### src/rtl/id_ex_operand_stage_if.sv
// Bus bundle for the ID/EX operand stage: decode-side capture, forwarding
// sources and the execute-side operands/control.
interface id_ex_operand_stage_if #(
  parameter int DATA_W = 16,
  parameter int REG_W  = 4
);
  logic              Stall;
  logic              Flush;
  logic              ID_Valid;
  logic [3:0]        ID_Opcode;
  logic [REG_W-1:0]  ID_Rs;
  logic [REG_W-1:0]  ID_Rt;
  logic [REG_W-1:0]  ID_Rd;
  logic [DATA_W-1:0] ID_Rs_Data;
  logic [DATA_W-1:0] ID_Rt_Data;
  logic [3:0]        ID_Imm;
  logic              ID_RegWrite;
  logic              EXM_RegWrite;
  logic [REG_W-1:0]  EXM_Rd;
  logic [DATA_W-1:0] EXM_Result;
  logic              MWB_RegWrite;
  logic [REG_W-1:0]  MWB_Rd;
  logic [DATA_W-1:0] MWB_Result;

  logic              EX_Valid;
  logic              EX_RegWrite;
  logic [3:0]        EX_Opcode;
  logic [REG_W-1:0]  EX_Rd;
  logic [DATA_W-1:0] EX_Op_A;
  logic [DATA_W-1:0] EX_Op_B;
  logic [DATA_W-1:0] Shift_In;
  logic [3:0]        Shift_Val;
  logic              Mode;
  logic              EX_Is_Shift;
  logic [1:0]        Fwd_A;
  logic [1:0]        Fwd_B;

  modport master (
    output Stall, Flush, ID_Valid, ID_Opcode, ID_Rs, ID_Rt, ID_Rd,
           ID_Rs_Data, ID_Rt_Data, ID_Imm, ID_RegWrite,
           EXM_RegWrite, EXM_Rd, EXM_Result, MWB_RegWrite, MWB_Rd, MWB_Result,
    input  EX_Valid, EX_RegWrite, EX_Opcode, EX_Rd, EX_Op_A, EX_Op_B,
           Shift_In, Shift_Val, Mode, EX_Is_Shift, Fwd_A, Fwd_B
  );

  modport slave (
    input  Stall, Flush, ID_Valid, ID_Opcode, ID_Rs, ID_Rt, ID_Rd,
           ID_Rs_Data, ID_Rt_Data, ID_Imm, ID_RegWrite,
           EXM_RegWrite, EXM_Rd, EXM_Result, MWB_RegWrite, MWB_Rd, MWB_Result,
    output EX_Valid, EX_RegWrite, EX_Opcode, EX_Rd, EX_Op_A, EX_Op_B,
           Shift_In, Shift_Val, Mode, EX_Is_Shift, Fwd_A, Fwd_B
  );
endinterface

### src/rtl/id_ex_operand_stage.sv
// ID/EX pipeline register with EX/MEM and MEM/WB operand forwarding and
// shifter drive for the 16-bit CPU.
module id_ex_operand_stage #(
  parameter int DATA_W = 16,
  parameter int REG_W  = 4
) (
  input logic clk,
  input logic rst,
  id_ex_operand_stage_if.slave bus
);
  localparam logic [3:0] OP_SLL = 4'b0100;
  localparam logic [3:0] OP_SRA = 4'b0101;

  logic              valid_reg;
  logic [3:0]        opcode_reg;
  logic [REG_W-1:0]  rs_reg;
  logic [REG_W-1:0]  rt_reg;
  logic [REG_W-1:0]  rd_reg;
  logic [DATA_W-1:0] rs_data_reg;
  logic [DATA_W-1:0] rt_data_reg;
  logic [3:0]        imm_reg;
  logic              regwrite_reg;
  logic              is_shift;

  // A flush shares the reset path so a bubble is indistinguishable from reset.
  always_ff @(posedge clk) begin
    if (rst || bus.Flush) begin
      valid_reg    <= 1'b0;
      opcode_reg   <= '0;
      rs_reg       <= '0;
      rt_reg       <= '0;
      rd_reg       <= '0;
      rs_data_reg  <= '0;
      rt_data_reg  <= '0;
      imm_reg      <= '0;
      regwrite_reg <= 1'b0;
    end else if (!bus.Stall) begin
      valid_reg    <= bus.ID_Valid;
      opcode_reg   <= bus.ID_Opcode;
      rs_reg       <= bus.ID_Rs;
      rt_reg       <= bus.ID_Rt;
      rd_reg       <= bus.ID_Rd;
      rs_data_reg  <= bus.ID_Rs_Data;
      rt_data_reg  <= bus.ID_Rt_Data;
      imm_reg      <= bus.ID_Imm;
      regwrite_reg <= bus.ID_RegWrite & bus.ID_Valid;
    end
  end

  // Operand 0 is A (Rs), operand 1 is B (Rt); EX/MEM outranks MEM/WB as the newer value.
  for (genvar gi = 0; gi < 2; gi++) begin : g_opnd
    logic [REG_W-1:0]  src_idx;
    logic [DATA_W-1:0] src_data;
    logic [DATA_W-1:0] op_val;
    logic [1:0]        sel;

    assign src_idx  = (gi == 0) ? rs_reg : rt_reg;
    assign src_data = (gi == 0) ? rs_data_reg : rt_data_reg;

    always_comb begin
      sel    = 2'd0;
      op_val = src_data;
      if (src_idx == '0) begin
        op_val = '0;
      end else if (bus.EXM_RegWrite && (bus.EXM_Rd != '0) && (bus.EXM_Rd == src_idx)) begin
        sel    = 2'd2;
        op_val = bus.EXM_Result;
      end else if (bus.MWB_RegWrite && (bus.MWB_Rd != '0) && (bus.MWB_Rd == src_idx)) begin
        sel    = 2'd1;
        op_val = bus.MWB_Result;
      end
    end
  end

  assign is_shift = valid_reg & ((opcode_reg == OP_SLL) | (opcode_reg == OP_SRA));

  assign bus.EX_Valid    = valid_reg;
  assign bus.EX_RegWrite = regwrite_reg;
  assign bus.EX_Opcode   = opcode_reg;
  assign bus.EX_Rd       = rd_reg;
  assign bus.EX_Op_A     = g_opnd[0].op_val;
  assign bus.EX_Op_B     = g_opnd[1].op_val;
  assign bus.Fwd_A       = valid_reg ? g_opnd[0].sel : 2'd0;
  assign bus.Fwd_B       = valid_reg ? g_opnd[1].sel : 2'd0;
  assign bus.EX_Is_Shift = is_shift;
  assign bus.Shift_In    = g_opnd[0].op_val;
  assign bus.Shift_Val   = is_shift ? imm_reg : 4'd0;
  assign bus.Mode        = is_shift & opcode_reg[0];
endmodule

### src/flat_wrapper.sv
// flat-port wrapper written by rule: the top's interface ports become plain ports
module id_ex_operand_stage_flat 
#(
  parameter int DATA_W = 16,
  parameter int REG_W  = 4
)
  (clk, rst, bus_Stall, bus_Flush, bus_ID_Valid, bus_ID_Opcode, bus_ID_Rs, bus_ID_Rt, bus_ID_Rd, bus_ID_Rs_Data, bus_ID_Rt_Data, bus_ID_Imm, bus_ID_RegWrite, bus_EXM_RegWrite, bus_EXM_Rd, bus_EXM_Result, bus_MWB_RegWrite, bus_MWB_Rd, bus_MWB_Result, bus_EX_Valid, bus_EX_RegWrite, bus_EX_Opcode, bus_EX_Rd, bus_EX_Op_A, bus_EX_Op_B, bus_Shift_In, bus_Shift_Val, bus_Mode, bus_EX_Is_Shift, bus_Fwd_A, bus_Fwd_B);
  id_ex_operand_stage_if #(.DATA_W(DATA_W), .REG_W(REG_W)) bus_i ();
  input logic clk;
  input logic rst;
  input wire logic [$bits(bus_i.Stall)-1:0] bus_Stall;
  input wire logic [$bits(bus_i.Flush)-1:0] bus_Flush;
  input wire logic [$bits(bus_i.ID_Valid)-1:0] bus_ID_Valid;
  input wire logic [$bits(bus_i.ID_Opcode)-1:0] bus_ID_Opcode;
  input wire logic [$bits(bus_i.ID_Rs)-1:0] bus_ID_Rs;
  input wire logic [$bits(bus_i.ID_Rt)-1:0] bus_ID_Rt;
  input wire logic [$bits(bus_i.ID_Rd)-1:0] bus_ID_Rd;
  input wire logic [$bits(bus_i.ID_Rs_Data)-1:0] bus_ID_Rs_Data;
  input wire logic [$bits(bus_i.ID_Rt_Data)-1:0] bus_ID_Rt_Data;
  input wire logic [$bits(bus_i.ID_Imm)-1:0] bus_ID_Imm;
  input wire logic [$bits(bus_i.ID_RegWrite)-1:0] bus_ID_RegWrite;
  input wire logic [$bits(bus_i.EXM_RegWrite)-1:0] bus_EXM_RegWrite;
  input wire logic [$bits(bus_i.EXM_Rd)-1:0] bus_EXM_Rd;
  input wire logic [$bits(bus_i.EXM_Result)-1:0] bus_EXM_Result;
  input wire logic [$bits(bus_i.MWB_RegWrite)-1:0] bus_MWB_RegWrite;
  input wire logic [$bits(bus_i.MWB_Rd)-1:0] bus_MWB_Rd;
  input wire logic [$bits(bus_i.MWB_Result)-1:0] bus_MWB_Result;
  output wire logic [$bits(bus_i.EX_Valid)-1:0] bus_EX_Valid;
  output wire logic [$bits(bus_i.EX_RegWrite)-1:0] bus_EX_RegWrite;
  output wire logic [$bits(bus_i.EX_Opcode)-1:0] bus_EX_Opcode;
  output wire logic [$bits(bus_i.EX_Rd)-1:0] bus_EX_Rd;
  output wire logic [$bits(bus_i.EX_Op_A)-1:0] bus_EX_Op_A;
  output wire logic [$bits(bus_i.EX_Op_B)-1:0] bus_EX_Op_B;
  output wire logic [$bits(bus_i.Shift_In)-1:0] bus_Shift_In;
  output wire logic [$bits(bus_i.Shift_Val)-1:0] bus_Shift_Val;
  output wire logic [$bits(bus_i.Mode)-1:0] bus_Mode;
  output wire logic [$bits(bus_i.EX_Is_Shift)-1:0] bus_EX_Is_Shift;
  output wire logic [$bits(bus_i.Fwd_A)-1:0] bus_Fwd_A;
  output wire logic [$bits(bus_i.Fwd_B)-1:0] bus_Fwd_B;
  assign bus_i.Stall = bus_Stall;
  assign bus_i.Flush = bus_Flush;
  assign bus_i.ID_Valid = bus_ID_Valid;
  assign bus_i.ID_Opcode = bus_ID_Opcode;
  assign bus_i.ID_Rs = bus_ID_Rs;
  assign bus_i.ID_Rt = bus_ID_Rt;
  assign bus_i.ID_Rd = bus_ID_Rd;
  assign bus_i.ID_Rs_Data = bus_ID_Rs_Data;
  assign bus_i.ID_Rt_Data = bus_ID_Rt_Data;
  assign bus_i.ID_Imm = bus_ID_Imm;
  assign bus_i.ID_RegWrite = bus_ID_RegWrite;
  assign bus_i.EXM_RegWrite = bus_EXM_RegWrite;
  assign bus_i.EXM_Rd = bus_EXM_Rd;
  assign bus_i.EXM_Result = bus_EXM_Result;
  assign bus_i.MWB_RegWrite = bus_MWB_RegWrite;
  assign bus_i.MWB_Rd = bus_MWB_Rd;
  assign bus_i.MWB_Result = bus_MWB_Result;
  assign bus_EX_Valid = bus_i.EX_Valid;
  assign bus_EX_RegWrite = bus_i.EX_RegWrite;
  assign bus_EX_Opcode = bus_i.EX_Opcode;
  assign bus_EX_Rd = bus_i.EX_Rd;
  assign bus_EX_Op_A = bus_i.EX_Op_A;
  assign bus_EX_Op_B = bus_i.EX_Op_B;
  assign bus_Shift_In = bus_i.Shift_In;
  assign bus_Shift_Val = bus_i.Shift_Val;
  assign bus_Mode = bus_i.Mode;
  assign bus_EX_Is_Shift = bus_i.EX_Is_Shift;
  assign bus_Fwd_A = bus_i.Fwd_A;
  assign bus_Fwd_B = bus_i.Fwd_B;
  id_ex_operand_stage #(.DATA_W(DATA_W), .REG_W(REG_W)) u_core (.clk(clk), .rst(rst), .bus(bus_i));
endmodule
### config.mk
export PLATFORM = sky130hd
export DESIGN_NAME = id_ex_operand_stage_flat
export DESIGN_NICKNAME = d
export VERILOG_FILES = /design/src/rtl/id_ex_operand_stage_if.sv /design/src/rtl/id_ex_operand_stage.sv /design/src/flat_wrapper.sv
export SDC_FILE = /design/constraint.sdc
export NUM_CORES = 1
export LEC_CHECK = 0
export ABC_CLOCK_PERIOD_IN_PS = 3340
export CORE_MARGIN = 4
export CORE_UTILIZATION = 32
export DETAILED_ROUTE_END_ITERATION = 10
export PLACE_DENSITY = 0.65
export SYNTH_ARGS = -nofsm -noshare
export SYNTH_HDL_FRONTEND = slang
export SYNTH_SLANG_ARGS = --single-unit
export TNS_END_PERCENT = 1
### constraint.sdc
create_clock -name clk -period 3.34 [get_ports clk]
set_clock_uncertainty 0.15 [all_clocks]
set_input_delay 1.002 -clock clk [delete_from_list [all_inputs] [get_ports clk]]
set_output_delay 1.002 -clock clk [all_outputs]
set_load 0.005 [all_outputs]
==> results of run 1 <==
repair_timing:
item | 4_1_cts | 5_1_grt
pin swaps | 40 | 21
hold buffers | 0 | 0
cloned | 3 | 0
buffers inserted | 8 | 1
endpoints found under the setup margin | 52 | 52
gates resized for setup | 344 | 31
layer usage:
metal,vias to the layer above,part of all wire (%),track usage [%]
met5,-,0,0
met4,0,2.2,6.25
met3,29,9.2,5.41
met2,200,46,35.7
met1,1775,42,27.4
li1,1766,-,-
layout make-up:
class                      instances  area (um2)
clock inverter                     2        16.3
timing repair buffer             207        1920
multi-input combinational        298        2620
fill                             990        4950
tap                              140         175
clock buffer                       6        82.6
sequential                        54        1080
cells by family after synthesis:
family | Yosys count | share of synthesized area [%]
and+or+nand+nor | 129 | 18.9
muxes | 52 | 14.6
AOI/OAI and AO/OA | 100 | 21.4
buffers and inverters | 53 | 10.7
xor gates and xnor gates | 16 | 3.94
DFF | 54 | 30.4
power by group through the flow:
stage	Combinational [W]	Sequential [W]	Clock, W
after floorplan	0.000217	0.000690	0
after global placement	0.000438	0.000695	0
after detailed placement	0.000443	0.000695	0
after CTS	0.000503	0.000682	0.000415
after global routing	0.000553	0.000685	0.000436
final	0.000523	0.000683	0.000397
placed cells by master, fill, tap and decap left out, drive strengths merged:
cell,instances
a21oi,1
a22oi,1
a31oi,32
and2,5
and3,16
buf,97
clkbuf,10
clkdlybuf4s50,104
clkinvlp,1
dfxtp,54
dlygate4sd2,2
inv,1
mux2i,52
nand2,34
nand4,2
nor2,56
nor2b,1
nor4,2
nor4b,2
nor4bb,1
o21ai,32
o31ai,32
o41ai,2
or2,5
or3,2
or4,4
xnor2,8
xor2,8
metrics by stage:
stage	hold slack, ns	instances	setup TNS, ns	setup slack [ns]	total power, W
6_report	0.344	707	-11.86	-0.308	0.00160
5_1_grt	0.386	707	-13.35	-0.338	0.00167
4_1_cts	0.354	706	-11.63	-0.375	0.00160
3_5_place_dp	0.328	687	-55.10	-1.16	0.00114
3_3_place_gp	0.321	687	-51.96	-1.05	0.00113
2_1_floorplan	0.305	404	-0.0198	-0.00220	0.000907
critical path, cell delays in order:
cell and delay, ns:
buf_8 0.10, buf_6 0.12, buf_6 0.11, or4_4 0.61, and3_4 0.22, nand2_1 0.10, a31oi_2 0.09, buf_2 0.14
worst min path at each step:
stage	slack, ns	startpoint	depth (start not counted)	end
3_3_place_gp	0.32	u_core.imm_reg[2]$_SDFFE_PP0N_	2	u_core.imm_reg[2]$_SDFFE_PP0N_
6_report	0.34	u_core.imm_reg[1]$_SDFFE_PP0N_	2	u_core.imm_reg[1]$_SDFFE_PP0N_
2_1_floorplan	0.30	u_core.imm_reg[0]$_SDFFE_PP0N_	2	u_core.imm_reg[0]$_SDFFE_PP0N_
4_1_cts	0.35	u_core.imm_reg[1]$_SDFFE_PP0N_	2	u_core.imm_reg[1]$_SDFFE_PP0N_
3_5_place_dp	0.33	u_core.imm_reg[0]$_SDFFE_PP0N_	2	u_core.imm_reg[0]$_SDFFE_PP0N_
5_1_grt	0.39	u_core.imm_reg[2]$_SDFFE_PP0N_	2	u_core.imm_reg[2]$_SDFFE_PP0N_
==> run_results.csv, run 1 <==
group,metric,value,unit
run_status,status,"finished with violations",
run_status,violations,"setup timing",
route,drc,0,
synthesis,synth_most_common_cell,"nor2_1",
timing,setup_viol,52,
timing,rsz0062_at_grt,"yes",
clocking,cts_tree,"built",
clocking,clk_latency,0.31,ns
synthesis,async_flop_share,0,%
layout,largest_reg_flops,32,
timing,fmax,0.274,GHz
critical_path,worst_ep_required_time,2.19,ns
clocking,clkTransAtPathRegs,0.11,ns
pwr,p_comb_share,32.6,%
synthesis,synth_ff_type,"dfxtp_1",
synthesis,ys_ff_latch,54,
layout,final_area,5890,um2
critical_path,crit_fanout,8,
pwr,pwr-share-clk,24.8,%
route,vias_per_cell,5.33,
global_routing,grt_pass1_vias,3972,
critical_path,r2r_slack,2.42,ns
clocking,cts.path.max_buffers,2,
global_routing,track_usage,21.4,%
timing,hold_viol_final,0,
layout,final_util,54.3,%
layout,drive_gt1_share,36.7,%
synthesis,synth_top_cell_area_share,30.4,%
critical_path,worstSetupStartpointType,"input port",
place,place_hpwl,10.2,mm
synthesis,synth.area.top_cells,"dfxtp_1 (30%), mux2i_1 (15%), o31ai_1 (6.8%)",
clocking,numClockSinks,54,
global_routing,grt_overflow,0,
global_routing,grt_max_degree,38,
critical_path,r2r-end,"u_core.g_opnd[1].src_idx[1]$_SDFFE_PP0N_",
timing,worst_pin_slew,0.473,ns
critical_path,critPathKind,"input port to output pin",
critical_path,end_kind,"output pin",
pwr,seq_power_share,42.6,%
synthesis,synth_edf_count,0,
floorplanning,dieWidth,113,um
route,drtAntennaViolNets,0,
timing,timing.final.ws_setup,-0.308,ns
timing,relSlewSlack,68.5,%
layout,final_nets,666,
route,drtIter0Drc,363,
pwr,p_int,0.00111,W
min_path,holdCritPathClass,"flip-flop to flip-flop",
route,post_drt_wl_per_cell,20.5,um
global_routing,grt_pass1_wl,21.8,mm
synthesis,yosys-top-cells-count,"nor2_1 (56), dfxtp_1 (54), mux2i_1 (52)",
synthesis,netlist_instances,404,
floorplanning,core_area,10800,um2
synthesis,ys_warn_count,0,
pwr,peakVddDrop,0.168,mV
place,placed_area,5350,um2
synthesis,yosys.area.top_type,"dfxtp_1",
floorplanning,die_y,113,um
pwr,net-switching-power,0.000494,W
timing,drv_slew,0,
clocking,htreeDepth,2,
timing,fin_crit_sh,109,%
layout,area_delta_synth_final,65.6,%
critical_path,crit_end,"bus_EX_Op_B[14]",
timing,fin_crit,3.65,ns
synthesis,synth.cell_area,3550,um2
critical_path,crit_path_start,"bus_MWB_Rd[2]",
floorplanning,io_pins,168,
pwr,power.density,272,nW/um2
synthesis,syn_nets,504,
floorplanning,die-area,12900,um2
clocking,cts_root_buf,"clkbuf_8",
route,vias,3770,
critical_path,crit_arrival,2.50,ns
pwr,power.leakage,2.29,nW
route,wl,14.5,mm
flow_run,drv_cap,0,
layout,n_antenna_cell,0,
floorplanning,initial_utilization,32.8,%
critical_path,r2r_cells,2,
synthesis,post_synth_num_cell_types,33,
synthesis,syn_area_per_cell,8.80,um2
floorplanning,num_rows,38,
route,dr.pass1.iters,4,
place,portBuffers,167,
global_routing,antenna_found_initial,0,
clocking,numCtsBuffers,5,
critical_path,reg2reg_from,"u_core.g_opnd[1].src_idx[1]$_SDFFE_PP0N_",
synthesis,ys_seq_area_share,30.4,%
pwr,swShare,30.8,%
place,globalplace.congestion,0.869,
No activity file was read; power rests on OpenSTA's default activity.
==> run 2: changes to the inputs <==
- CORE_MARGIN: 4 -> 5
==> run_results.csv, run 2 (synthesized netlist as in run 1, its figures left out) <==
group,metric,value,unit
run_status,status,"finished with violations",
run_status,violations,"setup timing",
clocking,cts_root_buf,"clkbuf_8",
critical_path,crit_path_start,"bus_MWB_Rd[2]",
pwr,pwr-share-clk,25.1,%
flow_run,drv_cap,0,
critical_path,r2r_slack,2.36,ns
route,vias_per_cell,5.21,
timing,setup_viol,51,
critical_path,crit_end,"bus_EX_Op_B[3]",
pwr,power,0.00164,W
route,drtIter0Drc,266,
place,globalplace.congestion,0.850,
layout,drive_gt1_share,38.8,%
clocking,htreeDepth,2,
pwr,p_comb_share,33.3,%
floorplanning,num_rows,38,
route,post_drt_wl_per_cell,20.4,um
layout,n_antenna_cell,0,
timing,drv_slew,0,
critical_path,critPathKind,"input port to output pin",
pwr,peakVddDrop,0.211,mV
place,portBuffers,167,
global_routing,grt_max_degree,55,
layout,final_cell_mix,"clkdlybuf4s50_1 (104), nor2_1 (55), buf_2 (54), dfxtp_1 (54), mux2i_1 (52)",
pwr,net-switching-power,0.000514,W
critical_path,crit_fanout,5,
pwr,power.leakage,2.41,nW
layout,largest_reg_flops,32,
global_routing,track_usage,21.6,%
timing,fmax,0.278,GHz
floorplanning,die_y,115,um
timing,relSlewSlack,28.4,%
clocking,cts_tree,"built",
route,dr.pass1.iters,4,
pwr,power.density,269,nW/um2
critical_path,end_kind,"output pin",
critical_path,worstSetupStartpointType,"input port",
floorplanning,core_area,10800,um2
critical_path,reg2reg_from,"u_core.g_opnd[0].src_idx[1]$_SDFFE_PP0N_",
floorplanning,initial_utilization,32.8,%
critical_path,crit_arrival,2.45,ns
critical_path,r2r-end,"u_core.g_opnd[0].src_idx[1]$_SDFFE_PP0N_",
route,drc,0,
clocking,cts.path.max_buffers,2,
clocking,numClockSinks,54,
floorplanning,die-area,13300,um2
global_routing,antenna_found_initial,0,
timing,fin_crit_sh,108,%
timing,fin_crit,3.60,ns
timing,hold_ws,0.352,ns
clocking,clkTransAtPathRegs,0.11,ns
place,place_inst,689,
timing,worst_pin_slew,1.07,ns
layout,final_nets,677,
critical_path,r2r_cells,2,
pwr,seq_power_share,41.6,%
route,vias,3743,
clocking,numCtsBuffers,5,
global_routing,grt_pass1_vias,4049,
global_routing,grt_overflow,0,
pwr,swShare,31.4,%
place,placed_area,5360,um2
global_routing,grt_pass1_wl,22.2,mm
timing,rsz0062_at_grt,"yes",
critical_path,worst_ep_required_time,2.19,ns
min_path,holdCritPathClass,"flip-flop to flip-flop",
timing,hold_viol_final,0,
clocking,clk_latency,0.32,ns
layout,final_area,6090,um2
pwr,p_int,0.00112,W
timing,timing.final.ws_setup,-0.259,ns
place,pre_cts_ws,-1.13,ns
layout,area_delta_synth_final,71.4,%
route,drtAntennaViolNets,0,
floorplanning,io_pins,168,
floorplanning,dieWidth,115,um
place,place_hpwl,10.3,mm
layout,layout_commonest_cell,"clkdlybuf4s50_1",
min_path,min_delay_path_depth,2,
route,wl,14.6,mm
layout,final_cells,718,
run 2: metal layers:
layer	share of wire, %	global-route usage, %	up-vias
met4	2.3	6.03	0
met1	41	26.8	1765
li1	-	-	1776
met3	11	7.89	24
met5	0	0	-
met2	45	35.3	178
run 2: cell type report:
type,count,area (um2)
Clock inverter,2,17.5
Multi-Input combinational cell,298,2690
Clock buffer,6,82.6
Sequential cell,54,1080
Tap cell,140,175
Timing Repair Buffer,218,2040
Fill cell,984,4750
run 2: per-stage QoR:
stage          TNS (ns)  util (%)
2_1_floorplan   -0.0198         -
3_3_place_gp     -51.57      49.5
3_5_place_dp     -54.76      49.5
4_1_cts          -10.06      54.8
5_1_grt          -12.95      56.2
6_report          -9.47      56.2
run 2: critical path, stage by stage:
cell and delay [ns]:
buf_8 0.11, buf_6 0.12, xor2_2 0.14, buf_4 0.15
nor4_4 0.15, buf_6 0.16, buf_12 0.12, buf_8 0.11
nand2_1 0.05, a31oi_1 0.17, buf_2 0.18
run 2: how the worst min path moves through the flow:
stage,slack [ns],endpoint,startpoint
2_1_floorplan,0.30,u_core.imm_reg[0]$_SDFFE_PP0N_,u_core.imm_reg[0]$_SDFFE_PP0N_
3_3_place_gp,0.32,u_core.imm_reg[1]$_SDFFE_PP0N_,u_core.imm_reg[1]$_SDFFE_PP0N_
3_5_place_dp,0.33,u_core.imm_reg[1]$_SDFFE_PP0N_,u_core.imm_reg[1]$_SDFFE_PP0N_
4_1_cts,0.35,u_core.imm_reg[1]$_SDFFE_PP0N_,u_core.imm_reg[1]$_SDFFE_PP0N_
5_1_grt,0.38,u_core.imm_reg[0]$_SDFFE_PP0N_,u_core.imm_reg[0]$_SDFFE_PP0N_
6_report,0.35,u_core.imm_reg[1]$_SDFFE_PP0N_,u_core.imm_reg[1]$_SDFFE_PP0N_
run 2: power by group through the flow:
stage / logic [W] / clock network (W) / registers (W)
floorplan: 0.000217 / 0 / 0.000690
global placement: 0.000441 / 0 / 0.000694
detailed placement: 0.000448 / 0 / 0.000695
CTS: 0.000525 / 0.000429 / 0.000683
global route: 0.000580 / 0.000453 / 0.000686
finish: 0.000546 / 0.000411 / 0.000682
run 2: timing repair:
item,4_1_cts,5_1_grt
hold buffers,0,0
buffers inserted,15,3
gates resized for setup,375,24
endpoints found under the setup margin,52,52
pin swaps,52,9
gates cloned,4,0
==> run 3: changes to the inputs <==
- CTS_CLUSTER_DIAMETER: unset -> 100
==> results of run 3 <==
The final DEF is identical to that of run 2; final timing and power are the same.
==> patch: new RTL, settings of run 3 <==
`REG_W` is set to 4 in 3 places; all go to 6.
--- a/src/rtl/id_ex_operand_stage_if.sv
+++ b/src/rtl/id_ex_operand_stage_if.sv
@@ -4,3 +4,3 @@
   parameter int DATA_W = 16,
-  parameter int REG_W  = 4
+  parameter int REG_W  = 6
 );
--- a/src/rtl/id_ex_operand_stage.sv
+++ b/src/rtl/id_ex_operand_stage.sv
@@ -4,3 +4,3 @@
   parameter int DATA_W = 16,
-  parameter int REG_W  = 4
+  parameter int REG_W  = 6
 ) (
--- a/src/flat_wrapper.sv
+++ b/src/flat_wrapper.sv
@@ -4,3 +4,3 @@
   parameter int DATA_W = 16,
-  parameter int REG_W  = 4
+  parameter int REG_W  = 6
 )
Ports: changed (6 resized); port bits go from 168 to 180. The function was not compared with the original's and may differ.
==> patch against run 3 <==
The run still ends with negative setup slack left; combinational power increased by 4.4%; cell count increased by 12%; sequential cell count increased by 6; non-clock buffer count increased by 52; final area increased by 12%; power increased by 34%; sequential share of layout area decreased by 0.12 points; synthesized area increased by 10%; worst setup slack got worse by 0.46 ns; wire length increased by 7.2%; critical endpoint is now bus_EX_Op_B[0]; largest cell class unchanged; largest power group is now the clock network.
==> patch: results (changes against run 3) <==
| Metric | Value |
|---|---|
| Sequential element share of the synthesized area | 30.7% (+0.24 points) |
| Max stage delay cell, worst path | or4_4 |
| Gpl congestion | 0.973 (+15%) |
| Status | finished with violations |
| Setup tns final | -32.20 ns (-22.74 ns) |
| H-tree levels | 3 (+1) |
| Initial antenna violation count | 1 (+1) |
| Post-CTS setup buffers | 1 (-14) |
| Fill cells | 1070 (+8.7%) |
| Routed length per placed instance | 19.5 um (-4.0%) |
| Largest net degree at the start of global routing | 61 (+11%) |
| DRT iter0 DRCs | 294 (+11%) |
| Worst-Margin Slew | 1.18 ns (+0.106 ns) |
| Synth top cells by count | nor2_1 (62), dfxtp_1 (60), mux2i_1 (58) |
| Worst-path clk slew | 0.05 ns (-0.06 ns) |
| Reg2reg setup slack | 2.32 ns (-0.04 ns) |
| Worst R2R End | u_core.g_opnd[0].src_idx[5]$_SDFFE_PP0N_ |
| Setup WS pre-CTS | -1.39 ns (-0.259 ns) |
| Syn nets | 540 (+7.1%) |
| Cell leakage power | 2.69 nW (+12%) |
| Setup violations, final | 52 (+2.0%) |
| Failing checks | negative setup slack |
| RR Startpoint | u_core.g_opnd[0].src_idx[5]$_SDFFE_PP0N_ |
| Layout cells sized above 1 | 34.4% (-4.4 points) |
| Final worst setup slack | -0.723 ns (-0.464 ns) |
| # resized after CTS | 133 (-65%) |
| First-pass DRT Iterations | 5 (+1) |
| Top cells by area, synth | dfxtp_1 (31%), mux2i_1 (15%), a311oi_2 (7.7%) |
| Slowest stage delay, CP | 0.56 ns (+0.38 ns) |
| Maximum VDD drop | 0.250 mV (+19%) |
| IO Port Bufs | 179 (+7.2%) |
| Cells on worst reg2reg path | 3 (+1) |
| Vias in the first global route | 4379 (+8.2%) |
| Worst Setup SP | bus_MWB_Rd[0] |
| Nets | 760 (+12%) |
| CTS root buf | clkbuf_16 |
| Via density | 5.52 (+5.9%) |
| GRT Total Usage | 19.7% (-1.9 points) |
| First-pass GRT wire length | 22800 um (+2.5%) |
[patch: cell families after synthesis]
group                     count (synthesis)  synth area share, %
and+or+nand+nor                         158                 22.4
AOI/OAI and AO/OA                        69                 18.1
buffers and inverters                    61                 8.62
DFF                                      60                 30.7
muxes                                    58                 14.8
xor gates and xnor gates                 24                 5.37
[patch: worst min-delay path by stage]
| stage | from | to | slack [ns] | depth (start not counted) |
|---|---|---|---|---|
| CTS | u_core.bus.EX_Rd[1]$_SDFFE_PP0N_ | u_core.bus.EX_Rd[1]$_SDFFE_PP0N_ | 0.35 | 2 |
| floorplan | u_core.imm_reg[0]$_SDFFE_PP0N_ | u_core.imm_reg[0]$_SDFFE_PP0N_ | 0.30 | 2 |
| global placement | u_core.imm_reg[0]$_SDFFE_PP0N_ | u_core.imm_reg[0]$_SDFFE_PP0N_ | 0.32 | 2 |
| global route | u_core.bus.EX_Rd[1]$_SDFFE_PP0N_ | u_core.bus.EX_Rd[1]$_SDFFE_PP0N_ | 0.37 | 2 |
| detailed placement | u_core.bus.EX_Rd[1]$_SDFFE_PP0N_ | u_core.bus.EX_Rd[1]$_SDFFE_PP0N_ | 0.34 | 2 |
| finish | u_core.bus.EX_Rd[1]$_SDFFE_PP0N_ | u_core.bus.EX_Rd[1]$_SDFFE_PP0N_ | 0.34 | 2 |
[patch: worst max-delay path, delay by kind of cell]
kind,cells,cell delay [ns]
and+or+nand+nor,2,0.63
buffers and inverters,6,0.79
AOI/OAI and AO/OA,2,0.48
[patch: metal layers]
| metal | GRT usage (%) | vias to the layer above | share of wire (%) | wire [um] |
|---|---|---|---|---|
| met5 | 0 | - | 0.070 | 11 |
| met4 | 6.16 | 2 | 2.7 | 429 |
| met3 | 5.71 | 40 | 8.7 | 1360 |
| met2 | 33.3 | 220 | 47 | 7360 |
| met1 | 24.1 | 2066 | 42 | 6510 |
| li1 | - | 2098 | - | - |
[patch: report_power, final]
group / leakage (nW) / switching, mW / internal [mW]
Sequential: 0.489 / 0.0196 / 0.740
Clock: 0.131 / 0.345 / 0.526
Combinational: 2.07 / 0.254 / 0.316
Total: 2.69 / 0.619 / 1.58
[patch: area by class of cell]
| cell class | instances | area [sq um] | area share (%) |
|---|---|---|---|
| Multi-Input combinational cell | 309 | 2580 | 37.9 |
| Timing Repair Buffer | 270 | 2560 | 37.5 |
| Sequential cell | 60 | 1200 | 17.6 |
| Clock buffer | 10 | 239 | 3.51 |
| Tap cell | 147 | 184 | 2.70 |
| Clock inverter | 6 | 48.8 | 0.716 |
[patch: through the flow]
stage | instances | area [sq um] | hold slack, ns
after floorplan | 430 | 3920 | 0.305
after global placement | 768 | 6260 | 0.325
after detailed placement | 768 | 6260 | 0.339
after CTS | 785 | 6510 | 0.351
after global routing | 802 | 6810 | 0.366
final | 802 | 6810 | 0.342
